### src/rtl/mc_pkg.sv
// mc_pkg: opcode, funct, ALU code and FSM state constants for mc_control
package mc_pkg;
  typedef logic [3:0] state_t;
  localparam logic [5:0] OP_R    = 6'b000000;
  localparam logic [5:0] OP_LW   = 6'b100011;
  localparam logic [5:0] OP_SW   = 6'b101011;
  localparam logic [5:0] OP_BEQ  = 6'b000100;
  localparam logic [5:0] OP_BNE  = 6'b000101;
  localparam logic [5:0] OP_ADDI = 6'b001000;
  localparam logic [5:0] OP_J    = 6'b000010;
  localparam logic [5:0] F_ADD = 6'b100000;
  localparam logic [5:0] F_SUB = 6'b100010;
  localparam logic [5:0] F_AND = 6'b100100;
  localparam logic [5:0] F_OR  = 6'b100101;
  localparam logic [5:0] F_XOR = 6'b100110;
  localparam logic [5:0] F_NOR = 6'b100111;
  localparam logic [5:0] F_SLT = 6'b101010;
  localparam logic [2:0] ALU_AND = 3'b000;
  localparam logic [2:0] ALU_OR  = 3'b001;
  localparam logic [2:0] ALU_ADD = 3'b010;
  localparam logic [2:0] ALU_XOR = 3'b011;
  localparam logic [2:0] ALU_NOR = 3'b100;
  localparam logic [2:0] ALU_SUB = 3'b110;
  localparam logic [2:0] ALU_SLT = 3'b111;
  localparam state_t S_FETCH  = 4'd0;
  localparam state_t S_DECODE = 4'd1;
  localparam state_t S_MEMADR = 4'd2;
  localparam state_t S_MEMRD  = 4'd3;
  localparam state_t S_MEMWB  = 4'd4;
  localparam state_t S_MEMWR  = 4'd5;
  localparam state_t S_EXEC   = 4'd6;
  localparam state_t S_ALUWB  = 4'd7;
  localparam state_t S_BRANCH = 4'd8;
  localparam state_t S_ADDIEX = 4'd9;
  localparam state_t S_ADDIWB = 4'd10;
  localparam state_t S_JUMP   = 4'd11;
endpackage

### src/rtl/alu_decoder.sv
// alu_decoder: maps R-type funct to ALU control; unmapped funct gives ADD with funct_valid low
module alu_decoder
  import mc_pkg::*;
(
  input  logic [5:0] funct,
  output logic [2:0] alu_control,
  output logic       funct_valid
);
  always_comb begin
    {funct_valid, alu_control} = funct == F_ADD ? {1'b1, ALU_ADD} :
                                 funct == F_SUB ? {1'b1, ALU_SUB} :
                                 funct == F_AND ? {1'b1, ALU_AND} :
                                 funct == F_OR  ? {1'b1, ALU_OR}  :
                                 funct == F_XOR ? {1'b1, ALU_XOR} :
                                 funct == F_NOR ? {1'b1, ALU_NOR} :
                                 funct == F_SLT ? {1'b1, ALU_SLT} : {1'b0, ALU_ADD};
  end
endmodule

### src/rtl/mc_control.sv
// mc_control: multicycle MIPS-subset controller; Moore outputs from state, except branch pc_en
module mc_control
  import mc_pkg::*;
(
  input  logic       clk,
  input  logic       reset,
  input  logic [5:0] opcode,
  input  logic [5:0] funct,
  input  logic       zout,
  output logic [2:0] alu_control,
  output logic       alu_src_a,
  output logic [1:0] alu_src_b,
  output logic [1:0] pc_source,
  output logic       pc_en,
  output logic       iord,
  output logic       mem_read,
  output logic       mem_write,
  output logic       ir_write,
  output logic       reg_write,
  output logic       reg_dst,
  output logic       mem_to_reg,
  output logic [3:0] state
);
  state_t next_state, st;
  logic [2:0] dec_control;
  logic dec_valid;
  alu_decoder u_dec (.funct(funct), .alu_control(dec_control), .funct_valid(dec_valid));
  // during reset the selects show FETCH values while every write enable is held low
  assign st = reset ? S_FETCH : state;
  always_ff @(posedge clk)
    state <= reset ? S_FETCH : next_state;
  always_comb begin
    next_state = S_FETCH;
    alu_control = ALU_ADD;
    alu_src_a = 1'b0;
    alu_src_b = 2'b00;
    pc_source = 2'b00;
    pc_en = 1'b0;
    iord = 1'b0;
    mem_read = 1'b0;
    mem_write = 1'b0;
    ir_write = 1'b0;
    reg_write = 1'b0;
    reg_dst = 1'b0;
    mem_to_reg = 1'b0;
    case (st)
      S_FETCH: begin
        mem_read = 1'b1;
        ir_write = 1'b1;
        alu_src_b = 2'b01;
        pc_en = 1'b1;
        next_state = S_DECODE;
      end
      S_DECODE: begin
        alu_src_b = 2'b11;
        next_state = (opcode == OP_LW || opcode == OP_SW) ? S_MEMADR :
                     opcode == OP_R ? S_EXEC :
                     (opcode == OP_BEQ || opcode == OP_BNE) ? S_BRANCH :
                     opcode == OP_ADDI ? S_ADDIEX :
                     opcode == OP_J ? S_JUMP : S_FETCH;
      end
      S_MEMADR: begin
        alu_src_a = 1'b1;
        alu_src_b = 2'b10;
        next_state = opcode == OP_LW ? S_MEMRD : S_MEMWR;
      end
      S_MEMRD: begin
        mem_read = 1'b1;
        iord = 1'b1;
        next_state = S_MEMWB;
      end
      S_MEMWB: begin
        reg_write = 1'b1;
        mem_to_reg = 1'b1;
      end
      S_MEMWR: begin
        mem_write = 1'b1;
        iord = 1'b1;
      end
      S_EXEC: begin
        alu_src_a = 1'b1;
        alu_control = dec_control;
        next_state = dec_valid ? S_ALUWB : S_FETCH;
      end
      S_ALUWB: begin
        reg_write = 1'b1;
        reg_dst = 1'b1;
      end
      S_BRANCH: begin
        alu_src_a = 1'b1;
        alu_control = ALU_SUB;
        pc_source = 2'b01;
        pc_en = opcode == OP_BEQ ? zout : ~zout;
      end
      S_ADDIEX: begin
        alu_src_a = 1'b1;
        alu_src_b = 2'b10;
        next_state = S_ADDIWB;
      end
      S_ADDIWB: reg_write = 1'b1;
      S_JUMP: begin
        pc_source = 2'b10;
        pc_en = 1'b1;
      end
      default: next_state = S_FETCH;
    endcase
    if (reset) begin
      pc_en = 1'b0;
      mem_read = 1'b0;
      mem_write = 1'b0;
      ir_write = 1'b0;
      reg_write = 1'b0;
    end
  end
endmodule
### config.mk
export PLATFORM = sky130hd
export DESIGN_NAME = mc_control
export DESIGN_NICKNAME = d
export VERILOG_FILES = /design/src/rtl/mc_pkg.sv /design/src/rtl/alu_decoder.sv /design/src/rtl/mc_control.sv
export SDC_FILE = /design/constraint.sdc
export NUM_CORES = 1
export LEC_CHECK = 0
export BUFFER_PORTS_ARGS = -buffer_cell sky130_fd_sc_hd__buf_2
export CAP_MARGIN = 20
export CORE_MARGIN = 1
export CORE_UTILIZATION = 39
export DETAILED_ROUTE_END_ITERATION = 12
export PLACE_DENSITY = 0.71
export SYNTH_ARGS = -nofsm -noshare
export SYNTH_HDL_FRONTEND = slang
export SYNTH_SLANG_ARGS = --single-unit
export TNS_END_PERCENT = 10
### constraint.sdc
create_clock -name clk -period 1.3 [get_ports clk]
set_input_delay 0.13 -clock clk [delete_from_list [all_inputs] [get_ports clk]]
set_output_delay 0.13 -clock clk [all_outputs]
set_load 0.005 [all_outputs]
==> results of run 1 <==
==> routing by layer <==
layer	wire (um)	up-vias	part of all wire (%)
met2	1100	27	55
li1	-	442	-
met4	20	0	1.0
met5	0	-	0
met3	67	3	3.4
met1	800	418	40
==> kinds of logic (layout without fill, tap and decap cells) <==
kind of cell / after synthesis / count (layout)
buffers and inverters: 10 / 64
DFF: 4 / 4
AOI/OAI and AO/OA: 22 / 22
muxes: 1 / 1
and+or+nand+nor: 50 / 50
xor gates and xnor gates: 3 / 3
==> cells in the mapped netlist, drive strengths merged, types with 4 or more instances <==
master,number
inv,4
nor2,10
nand2b,5
nor3,4
dfxtp,4
buf,4
nand2,6
nand3,5
a21oi,4
o21ai,4
==> layout make-up <==
cell class              instances  area, sq um
fillers                       133          453
flip-flops and latches          4         87.6
clock buffers                   3         22.5
well taps                      16         20.0
inverters                       4         15.0
repair buffers                 57          354
multi-input cells              76          572
==> per-stage QoR <==
| step | worst slack, ps | TNS, ps |
|---|---|---|
| detailed placement | -328 | -1170 |
| floorplan | -128 | -334 |
| global placement | -294 | -911 |
| global route | -478 | -4120 |
| finish | -423 | -2590 |
| CTS | -421 | -2420 |
==> report_power, final <==
| part | switching (W) | total, W | internal [W] |
|---|---|---|---|
| Combinational | 0.0000980 | 0.000208 | 0.000110 |
| Sequential | 0.00000389 | 0.000130 | 0.000126 |
| Clock | 0.0000445 | 0.000147 | 0.000103 |
| Total | 0.000146 | 0.000486 | 0.000339 |
==> timing repair <==
action	CTS	global route
pin swaps	6	3
resized for setup	23	4
setup buffers	2	0
setup endpoints to repair	20	20
==> how the worst max path moves through the flow <==
stage / startpoint / end / cells past startpoint
2_1_floorplan: state[0] / pc_en / 4
3_3_place_gp: opcode[5] / pc_en / 6
3_5_place_dp: opcode[5] / pc_en / 6
4_1_cts: state[0] / pc_en / 4
5_1_grt: state[0] / pc_en / 4
6_report: state[0] / pc_en / 4
==> worst register-to-register path, cell delays in order, from the launching register on <==
cell and delay, ps:
dfxtp_2 320, buf_4 130, or4_1 530, nor2_2 150, a2bb2oi_1 80, o311ai_1 250
==> flow_metrics.env, run 1 <==
export IMPL_drtAntennaViolNets=0
export IMPL_clk_latency_ps=230
export IMPL_top_register="state"
export IMPL_rrSetupSlack_ps=-270
export IMPL_io_buffers=34
export IMPL_reg2reg_depth=5
export IMPL_violations="setup timing"
export IMPL_synth_xor_area_share_pct=4.12
export IMPL_min_path_cells=3
export IMPL_largest_reg_flops=4
export IMPL_worstSetupStartpointType="flop"
export IMPL_path_buf_inv=1
export IMPL_hold_path_startpoint="opcode[4]"
export IMPL_worstSetupEndpointType="output port"
export IMPL_cts_buffers=3
export IMPL_grt_met3_usage_pct=3.88
export IMPL_final_period_utilization_pct=133
export IMPL_grt_max_degree=12
export IMPL_crit_required_ps=1170
export IMPL_fin_nets=161
export IMPL_irDropWorstVdd_uv=362
export IMPL_tightestPinTransition_ps=409
export IMPL_hp_class="in -> reg"
export IMPL_fin_crit_ps=1720
export IMPL_io_pins=35
export IMPL_r2r_start="state[0]"
export IMPL_crit_type="reg -> out"
export IMPL_wirelength_um=1990
export IMPL_crit_fanout=5
export IMPL_hpwl_um=1560
export IMPL_rows=14
export IMPL_use_met1_pct=25.5
export IMPL_timing_final_ws_setup_ps=-423
export IMPL_cts_tree="yes"
export IMPL_vias=890
export IMPL_fmax_ghz=0.580
export IMPL_grt_pass1_vias=846
export IMPL_place_area_sq_um=957
export IMPL_cp_top_family="simple AND/OR/NAND/NOR gates"
export IMPL_synth_seq_area_share_pct=12.5
export IMPL_p_total_w=0.000486
export IMPL_synth_top_cell_area_share_pct=12.5
export IMPL_synth_simple_gate_area_share_pct=49.2
export IMPL_crit_chain="or2_4 -> or4_4 -> a31oi_1 -> buf_2"
export IMPL_design_area_sq_um=1070
export IMPL_dpl_cell_count=155
export IMPL_place_gp_congestion=0.901
export IMPL_first_pass_iters=4
export IMPL_whs_ps=240
export IMPL_finalHoldViolCount=0
export IMPL_outcome="finished with violations"
export IMPL_drv_cap=0
export IMPL_area_growth_pct=67.8
export IMPL_rsz0062_at_grt="true"
export IMPL_synth_compound_area_share_pct=25.1
export IMPL_leakagePower_nw=0.488
export IMPL_cts_hold_buf=0
export IMPL_slew_viol_final=0
export IMPL_avgSynthCellArea_sq_um=7.09
export IMPL_final_cells=160
export IMPL_syn_inst=90
export IMPL_yosys_area_share_adder_pct=0
export IMPL_clk_pin_slew_ps=30
export IMPL_die_height_um=42.5
export IMPL_drive_above_1_share_pct=60.4
export IMPL_synth_top_family_by_area="simple AND/OR/NAND/NOR gates"
export IMPL_syn_area_sq_um=638
export IMPL_die_area_sq_um=1800
export IMPL_grt_pass1_wl_um=3370
export IMPL_slowest_delay_ps=470
export IMPL_critical_path_arrival_ps=1590
export IMPL_mostFrequentLayoutCells="buf_2, buf_4, nor2_1"
export IMPL_drc=0
export IMPL_avgViaCountPerCell=5.56
export IMPL_use_met2_pct=45.5
export IMPL_synth_ff_type="dfxtp_1"
export IMPL_core_area_sq_um=1520
export IMPL_post_drt_wl_per_cell_um=12.4
export IMPL_drtIter0Drc=9
export IMPL_die_w_um=42.5
export IMPL_setup_viol=17
export IMPL_cts_path_max_buffers=2
export IMPL_muxShareOfSynthArea_pct=1.57
export IMPL_initial_core_util_pct=41.9
export IMPL_h_tree_depth=1
export IMPL_final_core_util_pct=70.3
export IMPL_n_antenna_cell=0
export IMPL_grt_util_all_layers_pct=23.9
export IMPL_synth_async_reset_ratio_pct=0
export IMPL_root_buffer="clkbuf_4"
export IMPL_clock_skew_ps=4.85
export IMPL_final_common_cell="buf_2"
export IMPL_post_synth_top_area_cell="dfxtp_1"
export IMPL_min_to="state[3]"
export IMPL_reg_top3="state (4)"
export IMPL_grt_remaining_overflow=0
export IMPL_yosysWarnings=0
export IMPL_cts_num_sinks=4
export IMPL_slew_headroom_pct=72.6
export IMPL_synth_seq_cells=4
export IMPL_synth_cell_type_count=42
export IMPL_timing_rr_end="state[1]"
export IMPL_top_usage_layer="met2"
export IMPL_syn_nets=105
export IMPL_p_per_area_nw_per_um2=454
export IMPL_synth_area_leaders="dfxtp_1, nor2_1, nand2b_1"
export IMPL_cpMaxStageDelayCell="or4_4"
export IMPL_synth_edff_count=0
export IMPL_antenna_found_initial=0
Power figures use the tool's default switching activity.
==> run 2, diff against run 1 <==
--- a/constraint.sdc
+++ b/constraint.sdc
@@ -3,2 +3,2 @@
 set_output_delay 0.13 -clock clk [all_outputs]
-set_load 0.005 [all_outputs]
+set_load 0.01 [all_outputs]
==> run 2 against run 1 <==
Effect of this change: the flow still finishes with violations (setup timing); register-to-register slack worse by 120 ps; critical path depth grew 1; first-iteration DRC count increased to 4.3 times the previous value; wire length rose by 19%.
==> flow_metrics.env, run 2 (synthesized netlist as in run 1, its figures left out) <==
export IMPL_outcome="finished with violations"
export IMPL_violations="setup timing"
export IMPL_clk_latency_ps=250
export IMPL_wirelength_um=2370
export IMPL_slew_viol_final=0
export IMPL_grt_pass1_wl_um=3680
export IMPL_clock_skew_ps=1.78
export IMPL_hp_class="in -> reg"
export IMPL_area_growth_pct=82.4
export IMPL_io_buffers=34
export IMPL_drtAntennaViolNets=0
export IMPL_io_pins=35
export IMPL_first_pass_iters=4
export IMPL_worstSetupStartpoint="state[0]"
export IMPL_cts_buffers=3
export IMPL_grt_max_degree=13
export IMPL_cts_num_sinks=4
export IMPL_post_drt_wl_per_cell_um=14.5
export IMPL_critical_path_arrival_ps=1630
export IMPL_cts_tree="yes"
export IMPL_grt_remaining_overflow=0
export IMPL_crit_fanout=4
export IMPL_r2r_start="state[0]"
export IMPL_final_core_util_pct=76.4
export IMPL_cts_path_max_buffers=2
export IMPL_reg_top3="state (4)"
export IMPL_tightestPinTransition_ps=384
export IMPL_fin_nets=164
export IMPL_fmax_ghz=0.568
export IMPL_crit_required_ps=1170
export IMPL_setup_viol=20
export IMPL_drive_above_1_share_pct=61.2
export IMPL_slew_headroom_pct=74.1
export IMPL_largest_reg_flops=4
export IMPL_vias=959
export IMPL_die_height_um=42.5
export IMPL_wl_met3_um=141
export IMPL_timing_final_ws_setup_ps=-461
export IMPL_finalHoldViolCount=0
export IMPL_crit_type="reg -> out"
export IMPL_avgViaCountPerCell=5.88
export IMPL_p_per_area_nw_per_um2=464
export IMPL_grt_util_all_layers_pct=27.0
export IMPL_drv_cap=0
export IMPL_rows=14
export IMPL_drtIter0Drc=39
export IMPL_fin_crit_ps=1760
export IMPL_rsz0062_at_grt="true"
export IMPL_irDropWorstVdd_uv=456
export IMPL_leakagePower_nw=0.512
export IMPL_worstSetupStartpointType="flop"
export IMPL_final_period_utilization_pct=135
export IMPL_nFillCells=113
export IMPL_hpwl_um=1570
export IMPL_core_area_sq_um=1520
export IMPL_mostFrequentLayoutCells="buf_2, buf_4, nor2_1"
export IMPL_place_ws_ps=-449
export IMPL_place_gp_congestion=0.840
export IMPL_n_antenna_cell=0
export IMPL_hold_path_startpoint="opcode[4]"
export IMPL_whs_ps=221
export IMPL_grt_pass1_vias=829
export IMPL_die_w_um=42.5
export IMPL_final_common_cell="buf_2"
export IMPL_antenna_found_initial=0
export IMPL_top_register="state"
export IMPL_worstSetupEndpointType="output port"
export IMPL_drc=0
export IMPL_route_met2_wl_um=1220
export IMPL_clk_pin_slew_ps=40
export IMPL_met1_length_um=926
export IMPL_cts_hold_buf=0
export IMPL_root_buffer="clkbuf_4"
export IMPL_initial_core_util_pct=41.9
export IMPL_h_tree_depth=1
export IMPL_die_area_sq_um=1800
export IMPL_top_layer="met4"
## run 2: path summary, 6_finish.rpt
kind,end,slack [ps],cells after the start
setup reg to reg,state[0],-390,7
hold / removal,state[3],220,3
setup / recovery,alu_control[0],-460,5
hold reg to reg,state[1],640,2
## run 2: final cells by class
class | instances | area [sq um] | share of cell area [%]
inverters | 4 | 15.0 | 1.29
clock buffers | 3 | 22.5 | 1.94
well taps | 16 | 20.0 | 1.72
multi-input cells | 76 | 614 | 52.8
flip-flops and latches | 4 | 87.6 | 7.53
repair buffers | 60 | 404 | 34.7
## run 2: per-stage QoR
step                      instance area (sq um)  power [W]  TNS (ps)  std cells
after floorplan                             667   0.000237      -815         90
after global placement                      976   0.000325     -1620        155
after detailed placement                    976   0.000331     -1930        155
after CTS                                  1110   0.000520     -3980        162
after global routing                       1160   0.000564     -5500        163
final                                      1160   0.000540     -4560        163
## run 2: timing repair
action	in CTS	in global routing
endpoints found under the setup margin	20	20
pin swaps	7	3
resized for setup	24	10
buffers inserted	4	1
## run 2: power breakdown
group | internal (W) | total (W) | switching (W)
Clock | 0.000104 | 0.000170 | 0.0000654
Combinational | 0.000121 | 0.000239 | 0.000118
Sequential | 0.000126 | 0.000131 | 0.00000499
## run 2: critical path, cell delays in order (launching register included)
cell and delay (ps):
dfxtp_2 330, or2_4 250, buf_6 120, nor4b_4 320, a21boi_2 220, buf_2 140
## run 2: routing by layer
layer  up-vias  global-route usage, %
met5         -                      0
li1        453                      -
met4         0                   11.3
met2        44                   45.8
met1       451                   32.4
met3        11                   6.03
==> run 3, diff against run 2 <==
Settings changed: GPL_TIMING_DRIVEN set to 0.
==> run 3 against run 2 <==
Effect of this change: cell count down 8.0%; the flow still finishes with violations (setup timing); largest power group unchanged; maximum frequency down 2.6%; global-route usage down 3.9 points; combinational power down 13%.
==> flow_metrics.env, run 3 (synthesized netlist as in run 1, its figures left out) <==
export IMPL_crit_chain="nor2_4 -> nand2_4 -> or4b_4 -> a31oi_4 -> buf_6"
export IMPL_clock_skew_ps=11.7
export IMPL_wirelength_um=2060
export IMPL_largest_reg_flops=4
export IMPL_grt_remaining_overflow=0
export IMPL_drive_above_1_share_pct=56.0
export IMPL_hp_class="in -> reg"
export IMPL_irDropWorstVdd_uv=364
export IMPL_die_height_um=42.5
export IMPL_place_gp_congestion=0.811
export IMPL_clk_pin_slew_ps=50
export IMPL_rsz0062_at_grt="true"
export IMPL_nFillCells=126
export IMPL_fmax_ghz=0.553
export IMPL_cts_tree="yes"
export IMPL_leakagePower_nw=0.445
export IMPL_slew_viol_final=0
export IMPL_rows=14
export IMPL_p_int_w=0.000329
export IMPL_critical_path_arrival_ps=1680
export IMPL_p_sw_w=0.000179
export IMPL_top_register="state"
export IMPL_area_growth_pct=60.4
export IMPL_initial_core_util_pct=41.9
export IMPL_slew_headroom_pct=79.6
export IMPL_io_pins=35
export IMPL_fin_nets=151
export IMPL_cts_buffers=3
export IMPL_drc=0
export IMPL_clk_latency_ps=250
export IMPL_drv_cap=0
export IMPL_first_pass_iters=4
export IMPL_hpwl_um=1380
export IMPL_outcome="finished with violations"
export IMPL_p_per_area_nw_per_um2=496
export IMPL_drtAntennaViolNets=0
export IMPL_combPwrFrac_pct=40.9
export IMPL_root_buffer="clkbuf_4"
export IMPL_worstSetupStartpointType="flop"
export IMPL_crit_required_ps=1170
export IMPL_grt_max_degree=11
export IMPL_seq_power_share_pct=25.6
export IMPL_whs_ps=107
export IMPL_mostFrequentLayoutCells="buf_2, buf_4, nor2_1"
export IMPL_setup_viol=19
export IMPL_pwr_share_clk_pct=33.4
export IMPL_timing_final_ws_setup_ps=-507
export IMPL_swShare_pct=35.2
export IMPL_h_tree_depth=1
export IMPL_cts_hold_buf=0
export IMPL_reg_top3="state (4)"
export IMPL_cts_path_max_buffers=2
export IMPL_p_total_w=0.000508
export IMPL_n_antenna_cell=0
export IMPL_fin_crit_ps=1810
export IMPL_finalHoldViolCount=0
export IMPL_die_area_sq_um=1800
export IMPL_io_buffers=33
export IMPL_cts_num_sinks=4
export IMPL_core_area_sq_um=1520
export IMPL_avgViaCountPerCell=5.97
export IMPL_worstSetupEndpointType="output port"
export IMPL_grt_pass1_vias=722
export IMPL_die_w_um=42.5
export IMPL_cpMaxStageDelayCell="or4b_4"
export IMPL_violations="setup timing"
export IMPL_post_drt_wl_per_cell_um=13.8
export IMPL_crit_fanout=4
export IMPL_grt_pass1_wl_um=3170
export IMPL_tightestPinTransition_ps=304
export IMPL_crit_type="reg -> out"
export IMPL_grt_util_all_layers_pct=23.1
export IMPL_final_common_cell="buf_2"
export IMPL_slowest_delay_ps=550
export IMPL_antenna_found_initial=0
export IMPL_final_period_utilization_pct=139
export IMPL_vias=895
export IMPL_drtIter0Drc=25
[run 3: cell types whose count changed in the layout (fill, tap and decap cells not counted), moves of 2 or more]
cell     previous run  this run
a21oi_2             2         0
buf_6               7         3
nor3_1              2         4
buf_4              20        11
a21oi_1             2         4
[run 3: metrics by stage]
| stage | util, % | setup WS, ps | instance area, sq um | cells | TNS, ps |
|---|---|---|---|---|---|
| after floorplan | - | -216 | 667 | 90 | -815 |
| after global placement | 55.9 | -400 | 852 | 139 | -2060 |
| after detailed placement | 55.9 | -427 | 852 | 139 | -2280 |
| after CTS | 62.0 | -530 | 945 | 145 | -4570 |
| after global routing | 67.2 | -541 | 1020 | 150 | -5300 |
| final | 67.2 | -507 | 1020 | 150 | -3910 |
[run 3: critical path, delay by kind of cell, from the launching register on]
kind                   cells  cell delay [ps]
buffers and inverters      1              120
flip-flops                 1              360
AO/OA/AOI/OAI              1              170
AND/OR/NAND/NOR            3              780
[run 3: metal layers]
metal	up-vias	part of all wire (%)	global-route usage, %	wire [um]
li1	425	-	-	-
met1	412	41	28.4	854
met2	48	49	37.5	1020
met3	10	6.7	5.60	139
met4	0	2.6	10.6	53
met5	-	0	0	0
[run 3: what timing repair did]
item | in CTS | in global routing
pin swaps | 3 | 6
endpoints found under the setup margin | 20 | 20
resized for setup | 17 | 14
buffers inserted | 3 | 6
gates cloned | 0 | 0
[run 3: power by group through the flow]
stage	sequential [W]	combinational (W)	clock, W
5_1_grt	0.000130	0.000227	0.000181
3_3_place_gp	0.000133	0.000166	0
3_5_place_dp	0.000133	0.000172	0
6_report	0.000130	0.000208	0.000170
4_1_cts	0.000131	0.000191	0.000165
2_1_floorplan	0.000134	0.000103	0
[run 3: cell type report]
cell class	count	area (sq um)	share of cell area, %
Tap cell	16	20.0	1.96
Buffer	5	36.3	3.55
Inverter	4	15.0	1.47
Clock buffer	3	22.5	2.20
Multi-Input combinational cell	76	598	58.4
Sequential cell	4	86.3	8.44
Timing Repair Buffer	42	245	24.0
[run 3: worst paths after layout]
| check | startpoint | end | slack [ps] | cells past startpoint |
|---|---|---|---|---|
| setup / recovery | state[2] | pc_en | -510 | 5 |
| hold / removal | reset | state[0] | 110 | 2 |
| setup reg to reg | state[2] | state[0] | -290 | 6 |
| hold reg to reg | state[2] | state[0] | 680 | 2 |
